$ cat src/rtl/alu_inst_issue_queue.sv
// alu_inst_issue_queue
//
// Instruction-issue front end for the 4-register pipelined ALU. Instructions
// from a producer are buffered in a DEPTH-entry FIFO and issued at most one
// per cycle under start/pause/flush control. Any cycle without an issue
// drives a NOP bubble (8'h00). The ALU forwards fully, so no hazard stalls
// are generated here.
//
// Ports:
//   clk         clock, all state updates on the rising edge
//   rst         asynchronous, active-high reset
//   in_valid    producer has an instruction on in_inst
//   in_inst     instruction {op[7:6], rs1[5:4], rs2[3:2], rd[1:0]}
//   in_ready    queue accepts in_inst this cycle
//   start       enter/resume issuing
//   pause       suspend issuing, FIFO contents kept
//   flush       discard FIFO contents, return to IDLE
//   inst        registered instruction to the ALU, 8'h00 = NOP
//   inst_valid  inst carries a dequeued instruction (not a bubble)
//   fifo_count  current occupancy, 0..DEPTH
//   issued_cnt  count of issued instructions with op != 2'b00 (wraps)
//   state       FSM state: 00 IDLE, 01 RUN, 10 PAUSED

module alu_inst_issue_queue #(
    parameter int DEPTH = 8,
    parameter int CNT_W = 16
) (
    input  logic                     clk,
    input  logic                     rst,
    input  logic                     in_valid,
    input  logic [7:0]               in_inst,
    output logic                     in_ready,
    input  logic                     start,
    input  logic                     pause,
    input  logic                     flush,
    output logic [7:0]               inst,
    output logic                     inst_valid,
    output logic [$clog2(DEPTH):0]   fifo_count,
    output logic [CNT_W-1:0]         issued_cnt,
    output logic [1:0]               state
);

    localparam int PTR_W = $clog2(DEPTH);
    localparam int CW    = PTR_W + 1;

    typedef enum logic [1:0] {
        IDLE   = 2'b00,
        RUN    = 2'b01,
        PAUSED = 2'b10
    } state_t;

    state_t             state_q;
    state_t             state_nxt;
    logic [PTR_W-1:0]   wr_ptr;
    logic [PTR_W-1:0]   rd_ptr;
    logic [7:0]         mem [DEPTH];
    logic               push;
    logic               pop;
    logic [7:0]         head;

    assign state = state_q;
    assign head  = mem[rd_ptr];

    // Registered count plus the live flush input; a flush cycle drops pushes.
    assign in_ready = (fifo_count < CW'(DEPTH)) && !flush;

    // FSM state register
    always_ff @(posedge clk or posedge rst) begin
        if (rst) begin
            state_q <= IDLE;
        end else begin
            state_q <= state_nxt;
        end
    end

    // FSM next-state logic; flush overrides every other request.
    always_comb begin
        state_nxt = state_q;
        if (flush) begin
            state_nxt = IDLE;
        end else begin
            case (state_q)
                IDLE:    if (start)           state_nxt = RUN;
                RUN:     if (pause)           state_nxt = PAUSED;
                PAUSED:  if (start && !pause) state_nxt = RUN;
                default:                      state_nxt = IDLE;
            endcase
        end
    end

    // FSM outputs: FIFO push/pop decode. A pop needs a non-empty FIFO at the
    // start of the cycle, so a same-cycle push can never bypass to inst.
    always_comb begin
        push = in_valid && in_ready;
        pop  = (state_q == RUN) && (fifo_count != '0) && !pause && !flush;
    end

    // FIFO storage; contents are don't-care after reset/flush, so no reset.
    always_ff @(posedge clk) begin
        if (push) begin
            mem[wr_ptr] <= in_inst;
        end
    end

    // Pointers, occupancy and the registered issue slot
    always_ff @(posedge clk or posedge rst) begin
        if (rst) begin
            wr_ptr     <= '0;
            rd_ptr     <= '0;
            fifo_count <= '0;
            inst       <= 8'h00;
            inst_valid <= 1'b0;
            issued_cnt <= '0;
        end else if (flush) begin
            // issued_cnt deliberately survives a flush.
            wr_ptr     <= '0;
            rd_ptr     <= '0;
            fifo_count <= '0;
            inst       <= 8'h00;
            inst_valid <= 1'b0;
        end else begin
            if (push) begin
                wr_ptr <= wr_ptr + PTR_W'(1);
            end
            if (pop) begin
                rd_ptr <= rd_ptr + PTR_W'(1);
            end
            case ({push, pop})
                2'b10:   fifo_count <= fifo_count + CW'(1);
                2'b01:   fifo_count <= fifo_count - CW'(1);
                default: fifo_count <= fifo_count;
            endcase
            if (pop) begin
                inst       <= head;
                inst_valid <= 1'b1;
                if (head[7:6] != 2'b00) begin
                    issued_cnt <= issued_cnt + CNT_W'(1);
                end
            end else begin
                inst       <= 8'h00;
                inst_valid <= 1'b0;
            end
        end
    end

endmodule

$ cat config.mk
export PLATFORM = sky130hd
export DESIGN_NAME = alu_inst_issue_queue
export DESIGN_NICKNAME = d
export VERILOG_FILES = /design/src/rtl/alu_inst_issue_queue.sv
export SDC_FILE = /design/constraint.sdc
export NUM_CORES = 1
export LEC_CHECK = 0
export CAP_MARGIN = 30
export CORE_ASPECT_RATIO = 0.7
export CORE_MARGIN = 10
export CORE_UTILIZATION = 44
export CTS_CLUSTER_SIZE = 28
export DETAILED_ROUTE_END_ITERATION = 8
export PLACE_DENSITY = 0.72
export SKIP_LAST_GASP = 1
export SYNTH_ARGS = -nofsm -noshare
export SYNTH_HDL_FRONTEND = slang
export SYNTH_SLANG_ARGS = --single-unit
$ cat constraint.sdc
create_clock -name clk -period 3.49 [get_ports clk]
set_input_delay 0.698 -clock clk [delete_from_list [all_inputs] [get_ports clk]]
set_output_delay 0.698 -clock clk [all_outputs]
set_load 0.03 [all_outputs]
==> results of run 1 <==
[state kept, by name, indices dropped and copies added (netlist names)]
name        count
fifo_count      4
inst            8
inst_valid      1
issued_cnt     16
mem            64
rd_ptr          3
state           2
wr_ptr          3
[power by group through the flow]
stage / Combinational, mW / Sequential [mW] / Clock, mW
3_5_place_dp: 0.240 / 1.37 / 0
6_report: 0.237 / 1.34 / 0.902
4_1_cts: 0.241 / 1.34 / 0.922
2_1_floorplan: 0.106 / 1.40 / 0
3_3_place_gp: 0.232 / 1.37 / 0
5_1_grt: 0.260 / 1.35 / 0.981
[final timing paths]
check                                      end  slack, ps  cells after the start
worst max register to register   fifo_count[3]       1030                      8
worst max-delay path             fifo_count[3]        630                      9
max in group asynchronous              inst[2]       2020                      3
min in group asynchronous            rd_ptr[0]        750                      2
worst min-delay path            issued_cnt[15]        490                      1
worst min register to register  issued_cnt[15]        490                      1
[cell usage in the layout, fill, tap and decap left out, types with 4 or more instances in the layout]
cell	count
sky130_fd_sc_hd__ha_1	5
sky130_fd_sc_hd__clkbuf_16	9
sky130_fd_sc_hd__mux2i_1	10
sky130_fd_sc_hd__inv_1	5
sky130_fd_sc_hd__nand4_1	7
sky130_fd_sc_hd__nor2_1	31
sky130_fd_sc_hd__mux4_2	16
sky130_fd_sc_hd__dfrtp_1	37
sky130_fd_sc_hd__clkdlybuf4s50_1	45
sky130_fd_sc_hd__a21oi_1	4
sky130_fd_sc_hd__edfxtp_1	64
sky130_fd_sc_hd__xnor2_1	17
sky130_fd_sc_hd__nand2_1	13
sky130_fd_sc_hd__buf_4	13
sky130_fd_sc_hd__xor2_1	5
sky130_fd_sc_hd__nand3_1	8
[cell families (layout without fill, tap and decap cells)]
logic type / Yosys count / in the layout / share of synthesized area (%)
AO/OA/AOI/OAI: 11 / 11 / 1.80
XOR/XNOR: 22 / 22 / 4.69
adder cells (fa/ha/maj): 6 / 6 / 2.01
buffers and inverters: 14 / 79 / 1.52
flip-flops: 101 / 101 / 69.3
multiplexers: 27 / 27 / 11.5
AND/OR/NAND/NOR: 77 / 77 / 9.17
[worst max-delay path, stage by stage]
cell and delay, ps:
sky130_fd_sc_hd__clkdlybuf4s50_1 460, sky130_fd_sc_hd__or3b_4 430, sky130_fd_sc_hd__or3_4 380, sky130_fd_sc_hd__nor2_1 220, sky130_fd_sc_hd__ha_1 280, sky130_fd_sc_hd__a21o_1 180
sky130_fd_sc_hd__a21oi_1 190, sky130_fd_sc_hd__nand3_1 90, sky130_fd_sc_hd__a31oi_1 180
[layout make-up]
cell class	count	area [µm²]	area share [%]
Tap cell	124	155	3.08
Sequential cell	101	2850	56.6
Clock inverter	5	35.0	0.696
Timing Repair Buffer	58	548	10.9
Clock buffer	11	233	4.62
Inverter	5	18.8	0.373
Multi-Input combinational cell	143	1200	23.8
[stage by stage]
step | utilization [%] | instance area [µm²] | std cells | worst slack, ps
global placement | 52.6 | 4770 | 431 | 364
finish | 55.5 | 5030 | 447 | 632
CTS | 55.5 | 5030 | 447 | 640
floorplan | - | 4110 | 258 | 694
global route | 55.5 | 5030 | 447 | 517
detailed placement | 52.6 | 4770 | 431 | 296
[metal layers]
metal  global-route usage (%)  vias to the layer above  wire length, µm
li1                         -                     1080                -
met1                     15.8                     1131             3350
met2                     19.6                       82             3920
met3                     4.08                        9              686
met4                     4.21                        0               72
met5                        0                        -                0
==> impl_results.md, run 1 <==
- Number of synthesized flops with an enable pin: 64
- CP Class: in2reg
- Sequential-to-total area share from yosys stat: 69.3%
- Post-CTS Repair Setup Buffers: 0
- Number of nets in the layout: roughly 340
- Worst endpoint required time: roughly 3800 ps
- Synthesis Warnings: 0
- Combinational fraction of design power: about a tenth
- I/O pins: 46
- Transition time of the tightest slew-check pin: approximately 660 ps
- RSZ-0062 raised after global routing: false
- Total number of vias: roughly 2,300
- First-pass GRT wire length: 12,900 µm
- Aggregate routed wire length: approximately 8000 µm
- Resize count post-CTS: 0
- Cell type contributing the most total cell area after synthesis: sky130_fd_sc_hd__edfxtp_1
- Number of buffers on the longest clock path: 2
- Average instance area after synthesis: 15.9 µm²
- Status: complete, no violations
- CTS H-Tree Depth: 3
- Setup violators final: 0
- First-pass detailed-route iteration total: 4
- Post-synth top flop: sky130_fd_sc_hd__edfxtp_1
- Total of max-cap violations: 0
- Register clock-pin slew on the reported worst setup and hold paths: 70 ps
- Worst Min Path Start: issued_cnt[15]
- Overall global routing resource usage: 12.4%
- Leading cell types by count after synthesis: 64 x sky130_fd_sc_hd__edfxtp_1, 37 x sky130_fd_sc_hd__dfrtp_1, 31 x sky130_fd_sc_hd__nor2_1, 17 x sky130_fd_sc_hd__xnor2_1, 16 x sky130_fd_sc_hd__mux4_2
- Total overflow reported by the global router: 0
- Number of diodes: 0
- Nets in the synthesized netlist: 278
- Cell-internal power: 1.89 mW
- Post-CTS Hold Fix Bufs: 0
- Final sum of negative setup slack: 0 ps
- Starting density of the core: 45.3%
- IO Port Bufs: between 40 and 50
- Worst clock skew on the final layout: around 7.6 ps
- Pin count of the biggest net entering global routing: 21
- Fraction of final layout cells sized beyond drive strength 1: 14.6%
- Min cycle time layout: approximately 2900 ps
- Detailed-route DRC error count: 0
- Die W: 135 µm
- Top cells by area, synth: sky130_fd_sc_hd__edfxtp_1 47%, sky130_fd_sc_hd__dfrtp_1 23%, sky130_fd_sc_hd__mux4_2 8.8%, sky130_fd_sc_hd__xnor2_1 3.6%, sky130_fd_sc_hd__nor2_1 2.8%
- Die span in y: 101 µm
- Final hold slack: ~500 ps
- Top cell type's share of synthesized area: 46.8%
- Synth Register Bits: 101
- Fmax: 350 MHz
- Antenna viol nets, final: 0
- Via-per-instance ratio: roughly 5.1
- Total clock buffers created by CTS: 9
- Switching part of the total: 23.7%
- Cell area after synthesis: around 4100 µm²
- Dominant cell by count in the synthesized netlist: sky130_fd_sc_hd__edfxtp_1
- Highest fanout seen on the critical path: 6
- Global placer's final weighted congestion: 0.752
- Reported net switching power: ~590 µW
- Hold violation count in the final report: 0
- Dpl hpwl: 5520 µm
- Std cell rows: 29
- Area grow syn2layout: 22.6%
- Area enclosed by the die boundary: 13,700 µm²
- Critical Path Start Type: input port
- Total power per unit cell area: 493 nW/µm²
- Root cell of the clock tree: sky130_fd_sc_hd__clkbuf_16
- Number of DRC markers in iteration 0: between 100 and 150
- Via count of the first global-routing pass: between 2,000 and 2,500
- Worst IR Drop VDD: 0.000236 V
- Data arrival time of the critical path: around 3100 ps
- Clock tree from TritonCTS: done
- Overall power: roughly 2.5 mW
- Normalized max-slew margin: 55.8%
- Sequential share of power: 54.1%
- CORE AREA: slightly above 9000 µm²
- CP endpoint kind: flip-flop
- Leakage Power: between 1.5 and 2 nW
- Post-route clock period utilization: 81.9%
- Clock network latency to the later pin of the worst-skew pair: 340 ps
- Hold Crit Class: reg2reg
- Fillcell total: 730
- Slew Viols, Final: 0
- Clk sink count: 101
- Worst setup path startpoint: pause
- Number of antenna violations at the first check in global routing: 0
- Critical R2R Launch: state[1]
- Fraction of registers with async set or reset after synthesis: 36.6%
- Post-detailed-route wirelength per cell: around 18 µm
- Clock power frac: 36.3%
- Netlist cell types: 35
- Post-Syn Instances: approximately 260
No activity file was read; power rests on OpenSTA's default activity.
==> inputs of run 2 (changes only) <==
==> constraint.sdc (replaced) <==
create_clock -name clk -period 2.7 [get_ports clk]
set_input_delay 0.54 -clock clk [delete_from_list [all_inputs] [get_ports clk]]
set_output_delay 0.54 -clock clk [all_outputs]
set_load 0.03 [all_outputs]
==> impl_results.md, run 2 (synthesis results as in run 1) <==
- CORE AREA: 9070 µm²
- Setup violators final: 0
- Number of diodes: 0
- Die span in y: 101 µm
- Hold violation count in the final report: 0
- Max FFs per register: between 60 and 70
- CP endpoint kind: flip-flop
- Cell depth of the worst flop-to-flop path: 8
- Resize count post-CTS: 0
- Total power per unit cell area: ~650 nW/µm²
- Worst clock skew on the final layout: roughly 8.3 ps
- Worst endpoint required time: 2960 ps
- Min cycle time layout: 2550 ps
- Critical R2R Launch: state[1]
- Slew Viols, Final: 0
- Highest fanout seen on the critical path: 6
- Post-detailed-route wirelength per cell: roughly 18 µm
- Overall global routing resource usage: 12.5%
- Dpl hpwl: 5600 µm
- Root cell of the clock tree: sky130_fd_sc_hd__clkbuf_16
- Post-CTS Hold Fix Bufs: 0
- First-pass detailed-route iteration total: 4
- Via-per-instance ratio: 5.14
- Crit-path cells: clkdlybuf4s50_1, or3b_4, or3_4, nor2_1, ha_1, a21o_1, a21oi_1, nand3_1, a31oi_1
- CTS H-Tree Depth: 3
- Transition time of the tightest slew-check pin: 585 ps
- Number of antenna violations at the first check in global routing: 0
- Post-route clock period utilization: 94.5%
- Normalized max-slew margin: 61.0%
- Hold Crit Depth: 1
- Fmax: around 400 MHz
- Largest registers ranked by flip-flop count: mem: 64 flops, issued_cnt: 16 flops, inst: 8 flops
- Aggregate routed wire length: a little over 8000 µm
- Number of DRC markers in iteration 0: 141
- Worst setup timing slack at the placement stage: -194 ps
- IO Port Bufs: 45
- Leakage Power: 1.87 nW
- Final hold slack: 483 ps
- RSZ-0062 raised after global routing: false
- Worst Min Path Start: issued_cnt[15]
- Worst IR Drop VDD: 0.000352 V
- Area grow syn2layout: 24.5%
- Cell-internal power: 2.60 mW
- Data arrival time of the critical path: 2810 ps
- Detailed-route DRC error count: 0
- Clock tree from TritonCTS: done
- Largest stage delay, worst path: approximately 420 ps
- Top Family by Delay on Critical Path: simple AND/OR/NAND/NOR gates
- I/O pins: 46
- Area enclosed by the die boundary: 13,700 µm²
- Std cell rows: 29
- Total clock buffers created by CTS: 9
- Number of buffers on the longest clock path: 2
- Via count of the first global-routing pass: 2,420
- Top reg by flops: mem
- Utilization of the core after routing: 56.4%
- Highest-count cells in the layout ignoring fill and taps: 64 x sky130_fd_sc_hd__edfxtp_1, 45 x sky130_fd_sc_hd__clkdlybuf4s50_1, 37 x sky130_fd_sc_hd__dfrtp_1
- Number of nets in the layout: between 300 and 400
- Number of buffer and inverter stages on the critical path: 1
- Setup slack of the most critical reg-to-reg path: 340 ps
- Antenna viol nets, final: 0
- Switching part of the total: roughly 22%
- Total of max-cap violations: 0
- Fillcell total: 719
- Status: complete, no violations
- Most frequent standard cell in the layout excluding fill and tap cells: sky130_fd_sc_hd__edfxtp_1
- Pin count of the biggest net entering global routing: 38
- Starting density of the core: between 40 and 50%
- Slack of the critical path: between 100 and 150 ps
- Global placer's final weighted congestion: a little under 0.8
- Hold Crit Class: reg2reg
- Critical Path Start Type: input port
- Fraction of final layout cells sized beyond drive strength 1: 15.8%
- Sequential share of power: 52.0%
- End point of the worst hold path: issued_cnt[15]
- Combinational fraction of design power: ~9.2%
- Total overflow reported by the global router: 0
- Clock power frac: 38.8%
- Register clock-pin slew on the reported worst setup and hold paths: 60 ps
- Crit path max-delay cell type: sky130_fd_sc_hd__clkdlybuf4s50_1
- Reported net switching power: about 740 µW
- Clock network latency to the later pin of the worst-skew pair: 350 ps
- Die W: 135 µm
- First-pass GRT wire length: 13,000 µm
- Cell area after layout: 5110 µm²
- Total number of vias: ~2,300
- Clk sink count: 101
- Post-CTS Repair Setup Buffers: 0
- Post-detailed-placement cell area: 4810 µm²
- CP Class: in2reg
- RR Endpoint: fifo_count[3]
==> run 2: cell types whose count changed in the layout (fill, tap and decap cells not counted) <==
cell                         previous run  this run
sky130_fd_sc_hd__clkbuf_1               2         4
sky130_fd_sc_hd__clkinvlp_4             3         0
sky130_fd_sc_hd__clkinv_1               1         0
sky130_fd_sc_hd__bufinv_16              0         1
sky130_fd_sc_hd__clkinv_2               0         1
sky130_fd_sc_hd__buf_4                 13        19
sky130_fd_sc_hd__clkbuf_16              9        10
sky130_fd_sc_hd__inv_6                  1         0
==> run 2: power groups by stage <==
stage          Combinational, mW  Sequential (mW)  Clock (mW)
6_report                   0.307             1.73        1.30
5_1_grt                    0.335             1.74        1.40
4_1_cts                    0.312             1.74        1.33
3_5_place_dp               0.311             1.77           0
3_3_place_gp               0.303             1.77           0
2_1_floorplan              0.137             1.81           0
==> run 2: worst max path at each step <==
stage               startpoint       endpoint  cells after the start  slack (ps)
floorplan             state[0]  fifo_count[3]                      9          20
CTS                      pause  fifo_count[3]                      9         170
detailed placement       pause  fifo_count[3]                      9        -190
finish                   pause  fifo_count[3]                      9         150
global route             pause  fifo_count[3]                      9          70
global placement         pause  fifo_count[3]                      9        -120
==> run 2: routing by layer <==
| layer | vias up | global-route usage (%) | part of all wire (%) |
|---|---|---|---|
| li1 | 1088 | - | - |
| met1 | 1167 | 16.0 | 46 |
| met2 | 67 | 19.1 | 47 |
| met3 | 7 | 5.18 | 6.9 |
| met4 | 0 | 3.88 | 0.72 |
| met5 | - | 0 | 0 |
==> run 2: through the flow <==
step                      power [mW]  cells  TNS [ps]
after CTS                       3.38    453         0
after floorplan                 1.94    258         0
after detailed placement        2.08    437      -309
after global routing            3.47    453         0
final                           3.34    453         0
after global placement          2.07    437      -139
==> run 2: final cells by class <==
| type | instances | area (µm²) | area share, % |
|---|---|---|---|
| multi-input combinational | 143 | 1200 | 23.4 |
| sequential | 101 | 2850 | 55.7 |
| clock buffer | 14 | 265 | 5.19 |
| timing repair buffer | 64 | 593 | 11.6 |
| inverter | 5 | 18.8 | 0.367 |
| tap | 124 | 155 | 3.03 |
| clock inverter | 2 | 35.0 | 0.685 |
